[src/rtl/bcd_to_bin_if.sv]
// Handshake bundle for the sequential BCD-to-binary converter.
// The master drives start/bcd_in; the slave (converter) returns status and the result.
interface bcd_to_bin_if #(
   parameter int DIGITS = 4,
   parameter int BIN_W  = 14
);
   logic                  start;
   logic [4*DIGITS-1:0]   bcd_in;
   logic                  ready;
   logic                  busy;
   logic                  done;
   logic [BIN_W-1:0]      bin_out;
   logic                  err;

   modport master (
      output start, bcd_in,
      input  ready, busy, done, bin_out, err
   );

   modport slave (
      input  start, bcd_in,
      output ready, busy, done, bin_out, err
   );
endinterface

[src/rtl/bcd_to_bin_seq.sv]
// Sequential BCD-to-binary converter (reverse double-dabble), one result bit per clock.
// Optional invalid-digit detection is enabled by defining BCD_DIGIT_CHECK_EN.
module bcd_to_bin_seq #(
   parameter int DIGITS = 4,
   parameter int BIN_W  = 14
) (
   input  logic         clk,
   input  logic         reset,
   bcd_to_bin_if.slave  bus
);
   localparam int BCD_W  = 4 * DIGITS;
   localparam int ITER_W = (BIN_W > 1) ? $clog2(BIN_W) : 1;

   typedef enum logic [1:0] {
      IDLE  = 2'd0,
      SHIFT = 2'd1,
      ERR   = 2'd2
   } state_t;

   state_t              state;
   logic [BCD_W-1:0]    bcd_reg;
   logic [BIN_W-1:0]    bin_reg;
   logic [ITER_W-1:0]   iter;

   logic [BCD_W-1:0]    shift_bcd;
   logic [BCD_W-1:0]    adj_bcd;
   logic [BIN_W-1:0]    shift_bin;

`ifdef BCD_DIGIT_CHECK_EN
   function automatic logic has_bad_digit(input logic [BCD_W-1:0] v);
      logic bad;
      bad = 1'b0;
      for (int d = 0; d < DIGITS; d++) begin
         if (v[4*d +: 4] > 4'd9) begin
            bad = 1'b1;
         end else begin
            bad = bad;
         end
      end
      return bad;
   endfunction
`endif

   // One reverse double-dabble step: shift right, then digits >= 8 lose 3.
   always_comb begin
      shift_bcd = {1'b0, bcd_reg[BCD_W-1:1]};
      shift_bin = {bcd_reg[0], bin_reg[BIN_W-1:1]};
      adj_bcd   = shift_bcd;
      for (int d = 0; d < DIGITS; d++) begin
         if (shift_bcd[4*d+3]) begin
            adj_bcd[4*d +: 4] = shift_bcd[4*d +: 4] - 4'd3;
         end else begin
            adj_bcd[4*d +: 4] = shift_bcd[4*d +: 4];
         end
      end
   end

`ifndef BCD_DIGIT_CHECK_EN
   assign bus.err = 1'b0;
`endif

   // Control FSM, work registers and registered handshake outputs.
   always_ff @(posedge clk or posedge reset) begin
      if (reset) begin
         state       <= IDLE;
         bcd_reg     <= '0;
         bin_reg     <= '0;
         iter        <= '0;
         bus.ready   <= 1'b1;
         bus.busy    <= 1'b0;
         bus.done    <= 1'b0;
         bus.bin_out <= '0;
`ifdef BCD_DIGIT_CHECK_EN
         bus.err     <= 1'b0;
`endif
      end else begin
         bus.done <= 1'b0;
         case (state)
            IDLE: begin
               if (bus.start) begin
                  bcd_reg   <= bus.bcd_in;
                  bin_reg   <= '0;
                  iter      <= '0;
                  bus.ready <= 1'b0;
                  bus.busy  <= 1'b1;
`ifdef BCD_DIGIT_CHECK_EN
                  state     <= has_bad_digit(bus.bcd_in) ? ERR : SHIFT;
`else
                  state     <= SHIFT;
`endif
               end else begin
                  state <= IDLE;
               end
            end
            SHIFT: begin
               bcd_reg <= adj_bcd;
               bin_reg <= shift_bin;
               if (iter == ITER_W'(BIN_W - 1)) begin
                  bus.bin_out <= shift_bin;
`ifdef BCD_DIGIT_CHECK_EN
                  bus.err     <= 1'b0;
`endif
                  bus.done    <= 1'b1;
                  bus.ready   <= 1'b1;
                  bus.busy    <= 1'b0;
                  state       <= IDLE;
               end else begin
                  iter <= iter + ITER_W'(1);
               end
            end
`ifdef BCD_DIGIT_CHECK_EN
            ERR: begin
               bus.bin_out <= '0;
               bus.err     <= 1'b1;
               bus.done    <= 1'b1;
               bus.ready   <= 1'b1;
               bus.busy    <= 1'b0;
               state       <= IDLE;
            end
`endif
            default: begin
               state     <= IDLE;
               bus.ready <= 1'b1;
               bus.busy  <= 1'b0;
            end
         endcase
      end
   end
endmodule

[src/flat_wrapper.sv]
// flat-port wrapper written by rule: the top's interface ports become plain ports
module bcd_to_bin_seq_flat 
#(
   parameter int DIGITS = 4,
   parameter int BIN_W  = 14
)
  (clk, reset, bus_start, bus_bcd_in, bus_ready, bus_busy, bus_done, bus_bin_out, bus_err);
  bcd_to_bin_if #(.DIGITS(DIGITS), .BIN_W(BIN_W)) bus_i ();
  input  logic clk;
  input  logic reset;
  input wire logic [$bits(bus_i.start)-1:0] bus_start;
  input wire logic [$bits(bus_i.bcd_in)-1:0] bus_bcd_in;
  output wire logic [$bits(bus_i.ready)-1:0] bus_ready;
  output wire logic [$bits(bus_i.busy)-1:0] bus_busy;
  output wire logic [$bits(bus_i.done)-1:0] bus_done;
  output wire logic [$bits(bus_i.bin_out)-1:0] bus_bin_out;
  output wire logic [$bits(bus_i.err)-1:0] bus_err;
  assign bus_i.start = bus_start;
  assign bus_i.bcd_in = bus_bcd_in;
  assign bus_ready = bus_i.ready;
  assign bus_busy = bus_i.busy;
  assign bus_done = bus_i.done;
  assign bus_bin_out = bus_i.bin_out;
  assign bus_err = bus_i.err;
  bcd_to_bin_seq #(.DIGITS(DIGITS), .BIN_W(BIN_W)) u_core (.clk(clk), .reset(reset), .bus(bus_i));
endmodule
[config.mk]
export PLATFORM = sky130hd
export DESIGN_NAME = bcd_to_bin_seq_flat
export DESIGN_NICKNAME = d
export VERILOG_FILES = /design/src/rtl/bcd_to_bin_if.sv /design/src/rtl/bcd_to_bin_seq.sv /design/src/flat_wrapper.sv
export SDC_FILE = /design/constraint.sdc
export NUM_CORES = 1
export LEC_CHECK = 0
export ABC_AREA = 1
export CORE_UTILIZATION = 53
export DETAILED_ROUTE_END_ITERATION = 10
export PLACE_DENSITY = 0.79
export SYNTH_ARGS = -nofsm -noshare
export SYNTH_HDL_FRONTEND = slang
export SYNTH_SLANG_ARGS = --single-unit
[constraint.sdc]
create_clock -name clk -period 2.04 [get_ports clk]
set_input_delay 0.408 -clock clk [delete_from_list [all_inputs] [get_ports clk]]
set_output_delay 0.408 -clock clk [all_outputs]
set_load 0.02 [all_outputs]
Word level (Yosys, flattened, before mapping). Cells that the tools add are included.

Bits in latches: 0. Logic and storage cells: 44. Output and inout port bits: 18. Input port bits: 19. Flip-flop bits (word level): 53. Bits in writable memories: 0. Memories kept: 0. ROM bits: 0.

Mux-type cells: 21. $mul: 0. Equal/unequal tests: 5. Div/mod/pow operators: 0. Shifts and indexed selects: 0. Bitwise gates (word level): 0. $lt $le $gt $ge: 0. Reductions and logical operators: 6. Add/sub/neg operators: 4.

Operator list (number): $pmux 16 s2 (1); $pmux 14 s2 (1); $mux 4 (5); $mux 16 (1); $mux 14 (1); $sub 4x2->4 const B (3); $pmux 4 s2 (1); $mux 1 (7); $reduce_and 2->1 (3); $add 4x1->4 const B (1); $eq 4x4->1 const B (1); $ne 2x2->1 const B (2); $pmux 1 s2 (2); $pmux 2 s2 (1); $reduce_and 3->1 (1); $eq 2x1->1 const B (1); $logic_not 2->1 (1); $mux 2 (1); $ne 2x1->1 const B (1); $reduce_bool 2->1 (1).

Longest topological paths before layout. Gate-level depths: netlist of the first run.

Depth after elaboration: 3. Mapped depth: 8. Gate-level depth less buffers: 7.

Worst setup path after synthesis of the first run. Ideal clock, no wire load.

Path kind: reg2reg. From: reg u_core.iter[1]. To: reg u_core.bus.bin_out[1]. Stages on the path, launching flop included: 8. Clock period less this slack: 1231 ps. Arrival: 1109 ps. Required time: 1919 ps. Setup time: 121 ps. Setup slack: 809 ps. Buffers on the path: 2. Path through: dfrtp_1 inv_1 ha_1 nand4_2 buf_6 buf_6 nand2_1 o21ai_1.

Word-level cells in the longest chain between the ends: 2.

Ends and longest elaborated chain: start, declared (line bcd_to_bin_seq.sv:23) `logic [ITER_W-1:0] iter;`; start signal, assigned (line bcd_to_bin_seq.sv:108) `iter <= iter + ITER_W'(1);`; $eq 4x4->1 (line bcd_to_bin_seq.sv:98) `if (iter == ITER_W'(BIN_W - 1)) begin`; $reduce_and 2->1 (no line); end signal, assigned (line bcd_to_bin_seq.sv:99) `bus.bin_out <= shift_bin;`; end, declared (line bcd_to_bin_if.sv:22) `output ready, busy, done, bin_out, err`.

No other way between the ends. A chain may end at the register's enable or synchronous reset.

Worst setup path in the final report of the first run.
From: reg u_core.bus.ready. To: out bus_ready.

RTL lines: start, declared (line bcd_to_bin_if.sv:22); start signal, assigned (line bcd_to_bin_seq.sv:69) `bus.ready <= 1'b1;`; start signal, assigned (line bcd_to_bin_seq.sv:84) `bus.ready <= 1'b0;`; start signal, assigned (line bcd_to_bin_seq.sv:104) `bus.ready <= 1'b1;`; end, declared (line flat_wrapper.sv:13) `output wire logic [$bits(bus_i.ready)-1:0] bus_ready;`.

No word-level cell between the ends.

==> results of run 1 <==
-- cell type report --
cell class	instances	area [µm²]	share of cell area, %
clock buffer	6	82.58	2.950
sequential	51	1277	45.64
timing repair buffer	37	377.9	13.50
tap	50	62.56	2.235
inverter	44	170.2	6.080
multi-input combinational	160	814.5	29.10
clock inverter	2	13.76	0.4917
-- cell usage in the layout, fill, tap and decap left out --
cell and n:
sky130_fd_sc_hd__nand2_1 80, sky130_fd_sc_hd__dfrtp_1 50, sky130_fd_sc_hd__inv_1 40, sky130_fd_sc_hd__clkdlybuf4s50_1 35, sky130_fd_sc_hd__nand3_1 18, sky130_fd_sc_hd__o22ai_1 13, sky130_fd_sc_hd__o21ai_0 9, sky130_fd_sc_hd__nor2_1 9
sky130_fd_sc_hd__o211ai_1 8, sky130_fd_sc_hd__o21ai_1 7, sky130_fd_sc_hd__clkbuf_8 6, sky130_fd_sc_hd__o21ai_2 5, sky130_fd_sc_hd__ha_1 5, sky130_fd_sc_hd__inv_4 2, sky130_fd_sc_hd__inv_2 2, sky130_fd_sc_hd__nand2_4 1
sky130_fd_sc_hd__xor2_1 1, sky130_fd_sc_hd__nor2_8 1, sky130_fd_sc_hd__nand4_2 1, sky130_fd_sc_hd__nand4_1 1, sky130_fd_sc_hd__conb_1 1, sky130_fd_sc_hd__clkinv_2 1, sky130_fd_sc_hd__inv_6 1, sky130_fd_sc_hd__buf_4 1
sky130_fd_sc_hd__buf_12 1, sky130_fd_sc_hd__dfstp_2 1
-- worst paths after layout --
check,from,end,slack [ns],cells after the start
max,u_core.bus.ready,bus_ready,0.20,1
max in group asynchronous,reset,u_core.bus.bin_out[3],1.12,3
min in group clk,u_core.bus.bin_out[12],u_core.bus.bin_out[12],0.50,2
min,reset,u_core.bus.busy,0.41,2
max reg2reg,u_core.iter[1],u_core.bus.bin_out[8],0.23,4
min reg2reg,u_core.bus.bin_out[12],u_core.bus.bin_out[12],0.50,2
-- kinds of logic (layout without fill, tap and decap cells) --
group                    count (synthesis)  count (layout)  share of synthesized area [%]
AND/OR/NAND/NOR                        111             111                          20.28
buffers and inverters                   54              89                          10.54
flip-flops                              51              51                          54.63
AO/OA/AOI/OAI                           42              42                          11.34
adder cells (fa/ha/maj)                  5               5                          2.675
other                                    1               1                         0.1604
XOR/XNOR                                 1               1                         0.3746
-- per-layer routing --
layer | GRT usage [%] | part of all wire, %
met1 | 28.91 | 48
met2 | 34.44 | 46
met3 | 5.500 | 5.0
met4 | 7.813 | 1.4
met5 | 0 | 0
-- power groups by stage --
stage                     sequential (mW)  clock (mW)  combinational [mW]
after CTS                            1.76       0.633                1.83
after detailed placement             1.77           0                1.82
after global placement               1.76           0                1.76
after global routing                 1.82       0.680                2.05
after floorplan                      1.91           0                1.08
final                                1.76       0.621                1.81
-- stage by stage --
| step | utilization, % | power [mW] | setup slack [ns] |
|---|---|---|---|
| detailed placement | 65.67 | 3.591 | 0.2302 |
| floorplan | - | 2.991 | 0.4041 |
| finish | 68.01 | 4.187 | 0.1989 |
| global placement | 65.67 | 3.520 | 0.3639 |
| CTS | 68.01 | 4.219 | 0.1863 |
| global route | 68.01 | 4.551 | 0.03803 |
==> impl_results.md, run 1 <==
* Run status: finished, final reports clean
* Core Area at 4115 µm²
* Number of buffers added for setup after CTS at 0
* Pin count of the biggest net entering global routing at 34
* Internal power consumption at roughly 2.5 mW
* Class of the tightest hold or removal check: primary input to async pin
* Number of flip-flops in the largest register at 16
* Initial drt markers at 131
* Setup violations, final at 0
* Antenna-violating nets left at 0
* Most used standard cell by instance count after synthesis: sky130_fd_sc_hd__nand2_1
* Largest fanout of any net on the critical path at 2
* Proportion of power drawn by combinational gates at 43.1%
* Clk root buf: sky130_fd_sc_hd__clkbuf_8
* Pins Over Slew Limit at 0
* Setup tns final at 0 ns
* Switching Share at 39.84%
* Critical path required time at 1.63 ns
* First-pass DRT Iterations at 4
* Max-cap viol count at 0
* Post-DP Area at 2703 µm²
* Cells after synthesis at 265
* Library cell occupying the most area in the post-synthesis netlist: sky130_fd_sc_hd__dfrtp_1
* CP max stage cell: sky130_fd_sc_hd__clkdlybuf4s50_1
* Crit-path cells: clkdlybuf4s50_1
* Routability Congestion at 0.8336
* Number of placed instances, taps included at 342
* Portion of total power attributed to the clock network at between 10% and 20%
* Share of the cycle needed by the critical path after routing at 90.25%
* Endpoint arrival time on the critical path at 1.43 ns
* Critical path buffers and inverters at 1
* Final WL at roughly 4.5 mm
* Average detailed-routed wire length per instance at between 10 and 15 µm
* DR DRC count at 0
* Longest Clk Path Bufs at 2
* Rows at 23
* WHS at 0.4084 ns
* Highest Clock Rate at 543.1 MHz
* Pin slew with the least headroom to its limit at 0.7537 ns
* EDFF count, synth at 0
* Cts bufs inserted at 5
* Overall global routing resource usage at 21.80%
* Cells resized by post-CTS repair at 0
* Clock transition time at the flip-flop clock pins of the worst setup and hold paths at about 0.090 ns
* Layout cell share with drive strength beyond 1 at under 10%
* Mean Syn Cell Area at 8.825 µm²
* Sinks on Clock Net at 51
* Buffers on Ports at 35
* GRT Residual Overflow at 0
* Synth cell count leaders: sky130_fd_sc_hd__nand2_1 (80), sky130_fd_sc_hd__dfrtp_1 (50), sky130_fd_sc_hd__inv_1 (41), sky130_fd_sc_hd__nand3_1 (18), sky130_fd_sc_hd__o22ai_1 (13)
* Initial antenna violation count at 0
* Critical path capture point type: primary output
* Relative slew slack at 49.63%
* Post-synthesis sequential element count at 51
* Vias per inst at 5.100
* CTS tree: built
* Initial Utilization at 56.83%
* Syn Nets at 289
* Number of fillers in the final layout at 327
* Fraction of synthesis flops using an asynchronous set or reset pin at 100.0%
* Final critical delay including setup and external delays at 1.841 ns
* Power density over cell area at ~1500 nW/µm²
* Clock skew after layout at 0.01027 ns
* Area added between synthesis and finish at 19.69%
* Final cell count without fillers at 350
* Antenna Diode Count at 0
* Die H at 68.43 µm
* Vias at roughly 1,800
* Total I/O pin count at 37
* Most used DFF post-synth: sky130_fd_sc_hd__dfrtp_1
* Post-CTS Hold Fix Bufs at 0
* Final Net Count at 323
* Fin area at approximately 2800 µm²
* Biggest cell delay along the critical path at 0.60 ns
* Combined area of all synthesized cells at about 2300 µm²
* Hold violation count in the final report at 0
* Width of the chip at 68.43 µm
* Unrepaired setup endpoints after global routing: false
* Portion of total power attributed to sequential cells at between 40% and 50%
* Largest delay contributor family on the critical path: buffers and inverters
* Area share of the largest cell type after synthesis at 53.50%
* Half-perimeter wire length of the detailed placement result at 3.041 mm
* Critical path launch point type: register
* Distinct cell type count of the synthesized netlist at 25
* Number of H-tree branching levels at 2
* Wire length of the first global-routing pass at 7.327 mm
* Worst IR Drop VDD at 0.8021 mV
* Number of synthesis warnings at 0
* Leak Pwr at around 1.4 nW
* Biggest area contributors in the synthesized netlist: sky130_fd_sc_hd__dfrtp_1 (54%), sky130_fd_sc_hd__nand2_1 (13%), sky130_fd_sc_hd__inv_1 (6.6%), sky130_fd_sc_hd__nand3_1 (3.9%), sky130_fd_sc_hd__o22ai_1 (3.5%)
* Worst-skew pair later-pin latency at 0.31 ns
* Worst Path Class, Setup: register to primary output
* Share of the yosys chip area belonging to registers at roughly 55%
* Switching power of the nets at 1.668 mW
* Number of global-route vias before repair at about 1,600
* Area of the die at roughly 4700 µm²
(Power assumes the default switching activity.)
==> run 2: changes to the inputs <==
Settings changed: CORE_UTILIZATION 53 to 55, DONT_BUFFER_PORTS from default to 1, PLACE_DENSITY 0.79 to 0.7.
==> impl_results.md, run 2 (same netlist as run 1, synthesis figures left out) <==
* Longest Clk Path Bufs at 2
* Setup violations, final at 0
* Biggest cell delay along the critical path at 0.45 ns
* Initial Utilization at 58.04%
* Critical path launch point type: register
* Buffers on Ports at 0
* Die H at 67.21 µm
* Endpoint arrival time on the critical path at 1.58 ns
* Critical path capture point type: register
* Critical path buffers and inverters at 1
* Area of the die at 4517 µm²
* Failing checks: hold timing
* Worst-skew pair later-pin latency at 0.31 ns
* Hold violation count in the final report at 10
* CTS tree: built
* Unrepaired setup endpoints after global routing: false
* Share of the cycle needed by the critical path after routing at between 60% and 70%
* Number of buffers added for setup after CTS at 0
* Area added between synthesis and finish at 5.725%
* Sinks on Clock Net at 51
* Final critical delay including setup and external delays at 1.344 ns
* Setup tns final at 0 ns
* Antenna Diode Count at 0
* Wire length of the first global-routing pass at 6.686 mm
* Routability Congestion at 0.8362
* Number of flip-flops in the largest register at 16
* Worst Path Class, Setup: register to register
* Worst IR Drop VDD at 0.7529 mV
* Total I/O pin count at 37
* Clock skew after layout at 0.009119 ns
* GRT Residual Overflow at 0
* Power density over cell area at between 1500 and 2000 nW/µm²
* Rows at 23
* Final WL at 4.220 mm
* Pin slew with the least headroom to its limit at 0.5082 ns
* Highest Clock Rate at 744.2 MHz
* Crit-path cells: ha_1 -> nand4_2 -> buf_4 -> nand2_1 -> o21ai_2
* Antenna-violating nets left at 0
* Relative slew slack at around two thirds
* Total Power at roughly 3.9 mW
* Clk root buf: sky130_fd_sc_hd__clkbuf_8
* Number of H-tree branching levels at 2
* Width of the chip at 67.21 µm
* Number of global-route vias before repair at 1,471
* Setup slack after placement at 0.7143 ns
* Layout cell share with drive strength beyond 1 at between 9 and 10%
* Most common library cell in the layout ignoring fill and taps: sky130_fd_sc_hd__nand2_1
* CP max stage cell: sky130_fd_sc_hd__dfrtp_1
* Half-perimeter wire length of the detailed placement result at 2.970 mm
* Max-cap viol count at 0
* Logic depth of the worst setup path including buffers at 5
* Class of the tightest hold or removal check: primary input to async pin
* Worst reg2reg path endpoint: u_core.bus.bin_out[9]
* Largest fanout of any net on the critical path at 29
* Critical R2R Launch: u_core.iter[0]
* DR DRC count at 0
* Overall global routing resource usage at 20.33%
* Post-CTS Hold Fix Bufs at 0
* Largest delay contributor family on the critical path: flip-flops
* Cells resized by post-CTS repair at 0
* Pin count of the biggest net entering global routing at 30
* First-pass DRT Iterations at 4
* Initial drt markers at 74
* Clock transition time at the flip-flop clock pins of the worst setup and hold paths at 0.10 ns
* Initial antenna violation count at 0
* Pins Over Slew Limit at 0
* Critical path required time at 2.28 ns
* Leak Pwr at 1.273 nW
* Worst Reg2Reg Path Length in Cells at 5
* Vias at about 1,700
* Worst setup slack for register-to-register paths at slightly below 0.7 ns
* Average detailed-routed wire length per instance at 13.27 µm
* WHS at -0.005048 ns
* Setup ws final at just under 0.7 ns
* Vias per inst at 5.214
* Run status: finished, violations left
* Final Net Count at 291
* Most frequent cells in the layout: sky130_fd_sc_hd__nand2_1 (80), sky130_fd_sc_hd__dfrtp_1 (50), sky130_fd_sc_hd__inv_1 (40), sky130_fd_sc_hd__nand3_1 (18), sky130_fd_sc_hd__o22ai_1 (13)
* Core Area at 4029 µm²
* Cts bufs inserted at 5
-- run 2: cell types whose count changed in the layout (fill, tap and decap cells not counted) --
cell,delta
sky130_fd_sc_hd__clkdlybuf4s50_1,-35
sky130_fd_sc_hd__inv_6,-1
sky130_fd_sc_hd__buf_4,+3
sky130_fd_sc_hd__clkinv_4,+2
sky130_fd_sc_hd__inv_8,+1
sky130_fd_sc_hd__clkinv_2,-1
sky130_fd_sc_hd__clkbuf_8,-1
-- run 2: worst max path at each step --
stage / from / endpoint
after global routing: u_core.iter[1] / u_core.iter[0]
after detailed placement: u_core.iter[0] / u_core.bus.bin_out[8]
after global placement: u_core.iter[0] / u_core.bus.bin_out[7]
after CTS: u_core.bus.ready / bus_ready
final: u_core.iter[0] / u_core.bus.bin_out[9]
after floorplan: reset / u_core.bcd_reg[0]
-- run 2: per-layer routing --
| layer | vias up | part of all wire (%) | GRT usage [%] |
|---|---|---|---|
| met2 | 33 | 45 | 31.50 |
| met4 | 0 | 1.7 | 7.181 |
| met1 | 768 | 49 | 26.90 |
| met3 | 8 | 4.8 | 6.250 |
| met5 | - | 0 | 0 |
| li1 | 849 | - | - |
-- run 2: per-stage QoR --
step                std cells  utilization [%]  instance area, µm²
finish                    318            61.37                2472
global route              318            61.37                2472
CTS                       318            61.37                2472
detailed placement        310            58.94                2375
global placement          310            58.94                2375
floorplan                 265                -                2338
-- run 2: cell type report --
| cell class | count | area, µm² |
|---|---|---|
| fill | 341 | 1556 |
| sequential | 51 | 1277 |
| multi-input combinational | 160 | 814.5 |
| inverter | 44 | 170.2 |
| clock buffer | 5 | 68.82 |
| tap | 50 | 62.56 |
| timing repair buffer | 5 | 50.05 |
| clock inverter | 3 | 28.78 |
-- run 2: power breakdown --
group,switching (mW),leakage [nW],internal (mW)
Clock,0.362,0.0502,0.255
Combinational,0.769,0.584,0.495
Sequential,0.506,0.638,1.47
Total,1.64,1.27,2.22
==> variant 1 (flow settings as in run 2) <==
The option `BCD_DIGIT_CHECK_EN` is turned on by a define.
--- a/src/rtl/bcd_to_bin_seq.sv
+++ b/src/rtl/bcd_to_bin_seq.sv
@@ -1,5 +1,7 @@
 // Sequential BCD-to-binary converter (reverse double-dabble), one result bit per clock.
 // Optional invalid-digit detection is enabled by defining BCD_DIGIT_CHECK_EN.
+`define BCD_DIGIT_CHECK_EN
+
 module bcd_to_bin_seq #(
    parameter int DIGITS = 4,
    parameter int BIN_W  = 14
Check against the original RTL: not equivalent (Yosys sat finds a counterexample within 4 cycles, from zero or initial values and one cycle with reset high).
==> variant 1 against run 2 <==
  * Cell count grew 22%
  * First-iteration DRC count grew 110%
  * Area after synthesis grew 13%
  * Critical path depth rose by 2
  * Routed wire length rose by 17%
  * Sequential cell count rose by 2
  * Worst hold slack improved by 12 ps
  * Setup slack lost 400 ps
  * Largest cell class unchanged
  * Cell area grew 13%
  * Critical endpoint is now u_core.bcd_reg[1]
Power is not compared: it rests on default switching activity, and its combinational part moved more than twofold at a synthesized area within 25%.
==> variant 1: results (changes against run 2) <==
setup_path:
  crit_arrival_ps: 1990  # was 1580 ps
  ff2ff_setup_slack_ps: 290  # was 700 ps
  crit_family: "buffers and inverters"  # was flip-flops
  max_stage_delay_ps: 410  # was 450 ps
  r2r_cells: 7  # was 5
  crit_fanout: 26  # was 29
  r2r-end: "u_core.bcd_reg[1]"  # was u_core.bus.bin_out[9]
  r2r-start: "u_core.state[1]"  # was u_core.iter[0]
cells_and_area:
  antennaDiodeCount: 0  # unchanged
  drive_above_1_share_pct: 5.97  # was 9.70%
  fin_nets: 361  # was 291
  num-fill-cells: 426  # was 341
  largest_register_ff_count: 16  # unchanged
detailed_routing:
  vias_per_cell: 5.38  # was 5.21
  drt-initial-drc-count: 153  # was 74
  wl_um: 4950  # was 4220 um
logic_synthesis:
  synth.area.mux_share_pct: 0  # unchanged
  synth.area.top_cells: "dfrtp_1 49%, nand2_1 16%, inv_1 5.3%, nor2_1 4.6%, nand3_1 4.2%"  # was dfrtp_1 54%, nand2_1 13%, inv_1 6.6%, nand3_1 3.9%, o22ai_1 3.5%
  synth_seq_area_share_pct: 50.4  # was 54.6%
  synthArstFlopShare_pct: 100  # unchanged
  synth_xor_area_share_pct: 0.332  # was 0.375%
  yosys_warnings: 0  # unchanged
  ys_types: 26  # was 25
  synth-adder-area-share_pct: 3.80  # was 2.68%
  synth_commonest_cells: "113 x nand2_1, 52 x dfrtp_1, 37 x inv_1, 32 x nor2_1, 22 x nand3_1"  # was 80 x nand2_1, 50 x dfrtp_1, 41 x inv_1, 18 x nand3_1, 13 x o22ai_1
  synth_compound_area_share_pct: 10.7  # was 11.3%
placed_design:
  postPlaceCellArea_um2: 2680  # was 2370 um^2
  io_buffers: 0  # unchanged
  gp_congestion: 0.838  # was 0.836
  dp_hpwl_um: 3410  # was 2970 um
  place_ws_ps: 316  # was 714 ps
timing:
  finClkSkew_ps: 8.32  # was 9.12 ps
  slew_headroom_pct: 58.7  # was 66.1%
global_route:
  grt_max_degree: 54  # was 30
  grt_pass1_wl_um: 8930  # was 6690 um
  antenna_found_initial: 0  # unchanged
  grt_use_total_pct: 22.0  # was 20.3%
  grt_pass1_vias: 1964  # was 1471
power_and_ir_drop:
  vdd_drop_max_mv: 0.375
  leakage_nw: 1.42
clocking:
  clkTransAtPathRegs_ps: 100  # about the same
  cts_setup_buffers: 0  # unchanged
  htree_levels: 2  # unchanged
  cts.path.max_buffers: 2  # unchanged
min_path:
  hold_class: "primary input to asynchronous set/reset pin"  # unchanged
outcome:
  outcome: "finished, final reports clean"  # was complete, but fails checks
-- variant 1: cell count changes after synthesis, sizes merged, moves of 3 or more --
cell / delta
o22ai: -13
o21ai: +14
a31oi: +5
o211ai: -6
inv: -6
nand2: +33
nor2: +23
nand3: +4
ha: +3
a21oi: +5
-- variant 1: where the power goes --
| part | total [mW] | leakage [nW] | switching, mW | internal, mW |
|---|---|---|---|---|
| sequential | 1.23 | 0.692 | 0.0931 | 1.14 |
| combinational | 0.365 | 0.670 | 0.234 | 0.131 |
| clock | 0.737 | 0.0574 | 0.338 | 0.399 |
-- variant 1: how the worst max path moves through the flow --
stage	from	end	slack (ps)
3_5_place_dp	u_core.state[1]	u_core.bcd_reg[9]	320
2_1_floorplan	reset	u_core.bcd_reg[0]	350
5_1_grt	u_core.state[1]	u_core.bcd_reg[5]	130
4_1_cts	u_core.state[1]	u_core.bcd_reg[1]	280
3_3_place_gp	u_core.state[1]	u_core.bcd_reg[9]	410
6_report	u_core.state[1]	u_core.bcd_reg[1]	290
-- variant 1: cell families (layout without fill, tap and decap cells) --
| kind of cell | Yosys count | after routing |
|---|---|---|
| AOI/OAI and AO/OA | 51 | 51 |
| xor gates and xnor gates | 1 | 1 |
| and+or+nand+nor | 171 | 171 |
| buffers and inverters | 49 | 51 |
| adders and majority gates | 8 | 8 |
| DFF | 53 | 53 |
-- variant 1: cell type report --
cell class / count / area share [%]
multi-input combinational: 231 / 39.0
sequential: 53 / 47.5
timing repair buffer: 5 / 1.79
tap: 52 / 2.33
clock buffer: 6 / 2.95
inverter: 38 / 5.10
clock inverter: 2 / 1.34
-- variant 1: metrics by stage --
step           util (%)  hold WS (ps)  cells
6_report           62.5          7.14    387
5_1_grt            62.5          48.6    387
4_1_cts            62.5          27.5    387
3_5_place_dp       59.8           365    379
3_3_place_gp       59.8           366    379
2_1_floorplan         -           442    333
-- variant 1: layer usage --
layer  vias up  share of wire, %  track usage [%]
met2        52                47             35.1
li1       1045                 -                -
met4         0              0.69             6.22
met5         -                 0                0
met1       980                48             30.7
met3         4               4.6             4.64
==> variant 2 (config.mk and constraints of run 2) <==
Made on the original files. The 3 states of `state_t` get a one-hot encoding in 3 bits.
--- a/src/rtl/bcd_to_bin_seq.sv
+++ b/src/rtl/bcd_to_bin_seq.sv
@@ -11,10 +11,10 @@
    localparam int BCD_W  = 4 * DIGITS;
    localparam int ITER_W = (BIN_W > 1) ? $clog2(BIN_W) : 1;
 
-   typedef enum logic [1:0] {
-      IDLE  = 2'd0,
-      SHIFT = 2'd1,
-      ERR   = 2'd2
+   typedef enum logic [2:0] {
+      IDLE  = 3'b001,
+      SHIFT = 3'b010,
+      ERR   = 3'b100
    } state_t;
 
    state_t              state;
Behaviour: same outputs for any inputs over 10 cycles, from zero or initial values and one cycle with reset high; not proved beyond that.
==> variant 2 against run 2 <==
  * Clock skew down 0.79 ps
  * Core utilization down 2.3 points
  * Routed wire length grew 5.3%
  * Die area increased by 7.4%
  * Setup slack got worse by 230 ps
  * Sequential cell count up 1
  * Fmax fell by 15%
  * Area after synthesis is 7.6% higher
  * Cell area rose by 4.7%
  * Total power fell by 18%
==> variant 2: results (changes against run 2) <==
power_and_ir_drop:
  internal-power_mw: 1.88  # was 2.22 mW
  leakage_nw: 1.25  # was 1.27 nW
  combinationalPowerShare_pct: 34.1  # was 32.8%
  vdd_drop_max_mv: 0.739  # was 0.753 mV
  pg_clk_mw: 0.578  # was 0.617 mW
setup_path:
  slowest_stage: "dfstp_2"  # was dfrtp_1
  endpoint: "u_core.bus.bin_out[0]"  # was u_core.bus.bin_out[9]
  crit_fanout: 27  # was 29
  crit_start: "u_core.state[0]"  # was u_core.iter[0]
  r2r_cells: 6  # was 5
  ff2ff_setup_slack_ps: 470  # was 700 ps
  max_stage_delay_ps: 580  # was 450 ps
  crit_arrival_ps: 1760  # was 1580 ps
logic_synthesis:
  synth_seq_area_share_pct: 51.8  # was 54.6%
  synth_commonest_cells: "109 x nand2_1, 50 x dfrtp_1, 33 x inv_1, 27 x o21ai_0, 14 x nor2_1"  # was 80 x nand2_1, 50 x dfrtp_1, 41 x inv_1, 18 x nand3_1, 13 x o22ai_1
  ys_types: 27  # was 25
  synth.area.top_cells: "dfrtp_1 50%, nand2_1 16%, o21ai_0 5.4%, inv_1 4.9%, o22ai_1 3.2%"  # was dfrtp_1 54%, nand2_1 13%, inv_1 6.6%, nand3_1 3.9%, o22ai_1 3.5%
timing:
  finClkSkew_ps: 8.33  # was 9.12 ps
  worst_pin_slew_ps: 650  # was 508 ps
placed_design:
  postPlaceCellArea_um2: 2500  # was 2370 um^2
  dp_hpwl_um: 3010  # was 2970 um
  gp_congestion: 0.771  # was 0.836
cells_and_area:
  fin_nets: 320  # was 291
detailed_routing:
  drt-met1-wl_um: 2090  # was 2060 um
  wl_met3_um: 238  # was 203 um
  drt-initial-drc-count: 140  # was 74
  routedWlPerCell_um: 12.7  # was 13.3 um
  met2_wirelength_um: 2080  # was 1890 um
global_route:
  grt_use_total_pct: 19.6  # was 20.3%
  grt_pass1_vias: 1685  # was 1471
  grt_pass1_wl_um: 7620  # was 6690 um
  grt_max_degree: 53  # was 30
outcome:
  outcome: "finished, final reports clean"  # was complete, but fails checks
clocking:
  clkTransAtPathRegs_ps: 100  # about the same
==> variant 2: layout make-up <==
type,count,area (um^2)
inverter,36,135
timing repair buffer,4,30.0
tap,52,65.1
clock buffer,6,72.6
multi-input combinational,197,966
fill,394,1800
sequential,52,1300
clock inverter,2,16.3
==> variant 2: critical path, delay by kind of cell (launching register included) <==
kind | cells | cell delay, ps
buffers and inverters | 2 | 380
DFF | 1 | 580
and+or+nand+nor | 4 | 500
==> variant 2: worst min path at each step <==
stage                            start                     end  slack, ps  cells past startpoint
floorplan           u_core.bin_reg[11]  u_core.bus.bin_out[10]        450                      2
global placement     u_core.bin_reg[8]   u_core.bus.bin_out[7]        460                      2
detailed placement   u_core.bin_reg[9]   u_core.bus.bin_out[8]        460                      2
CTS                              reset       u_core.bin_reg[5]        180                      2
global route                     reset         u_core.bus.busy        210                      2
finish                           reset         u_core.bus.busy        150                      2
==> variant 2: kinds of logic (layout without fill, tap and decap cells) <==
logic type               Yosys count  after routing  synth area share (%)
AO/OA/AOI/OAI                     47             47                  11.0
adder cells (fa/ha/maj)            5              5                  2.49
buffers and inverters             48             48                  9.80
flip-flops                        52             52                  51.8
multiplexers                       1              1                 0.398
other                              1              1                 0.149
AND/OR/NAND/NOR                  143            143                  24.3
==> variant 2: per-stage QoR <==
stage / power [mW] / instances / hold slack [ps] / worst slack [ps]
final: 3.15 / 349 / 147 / 467
after global routing: 3.41 / 349 / 210 / 276
after CTS: 3.18 / 349 / 183 / 435
after detailed placement: 2.60 / 341 / 458 / 449
after global placement: 2.57 / 341 / 461 / 486
after floorplan: 2.45 / 297 / 449 / 377
==> variant 2: per-layer routing <==
layer,vias up,GRT usage [%]
met5,-,0
met4,0,4.67
met3,2,5.38
met2,48,32.1
met1,829,26.2
li1,928,-
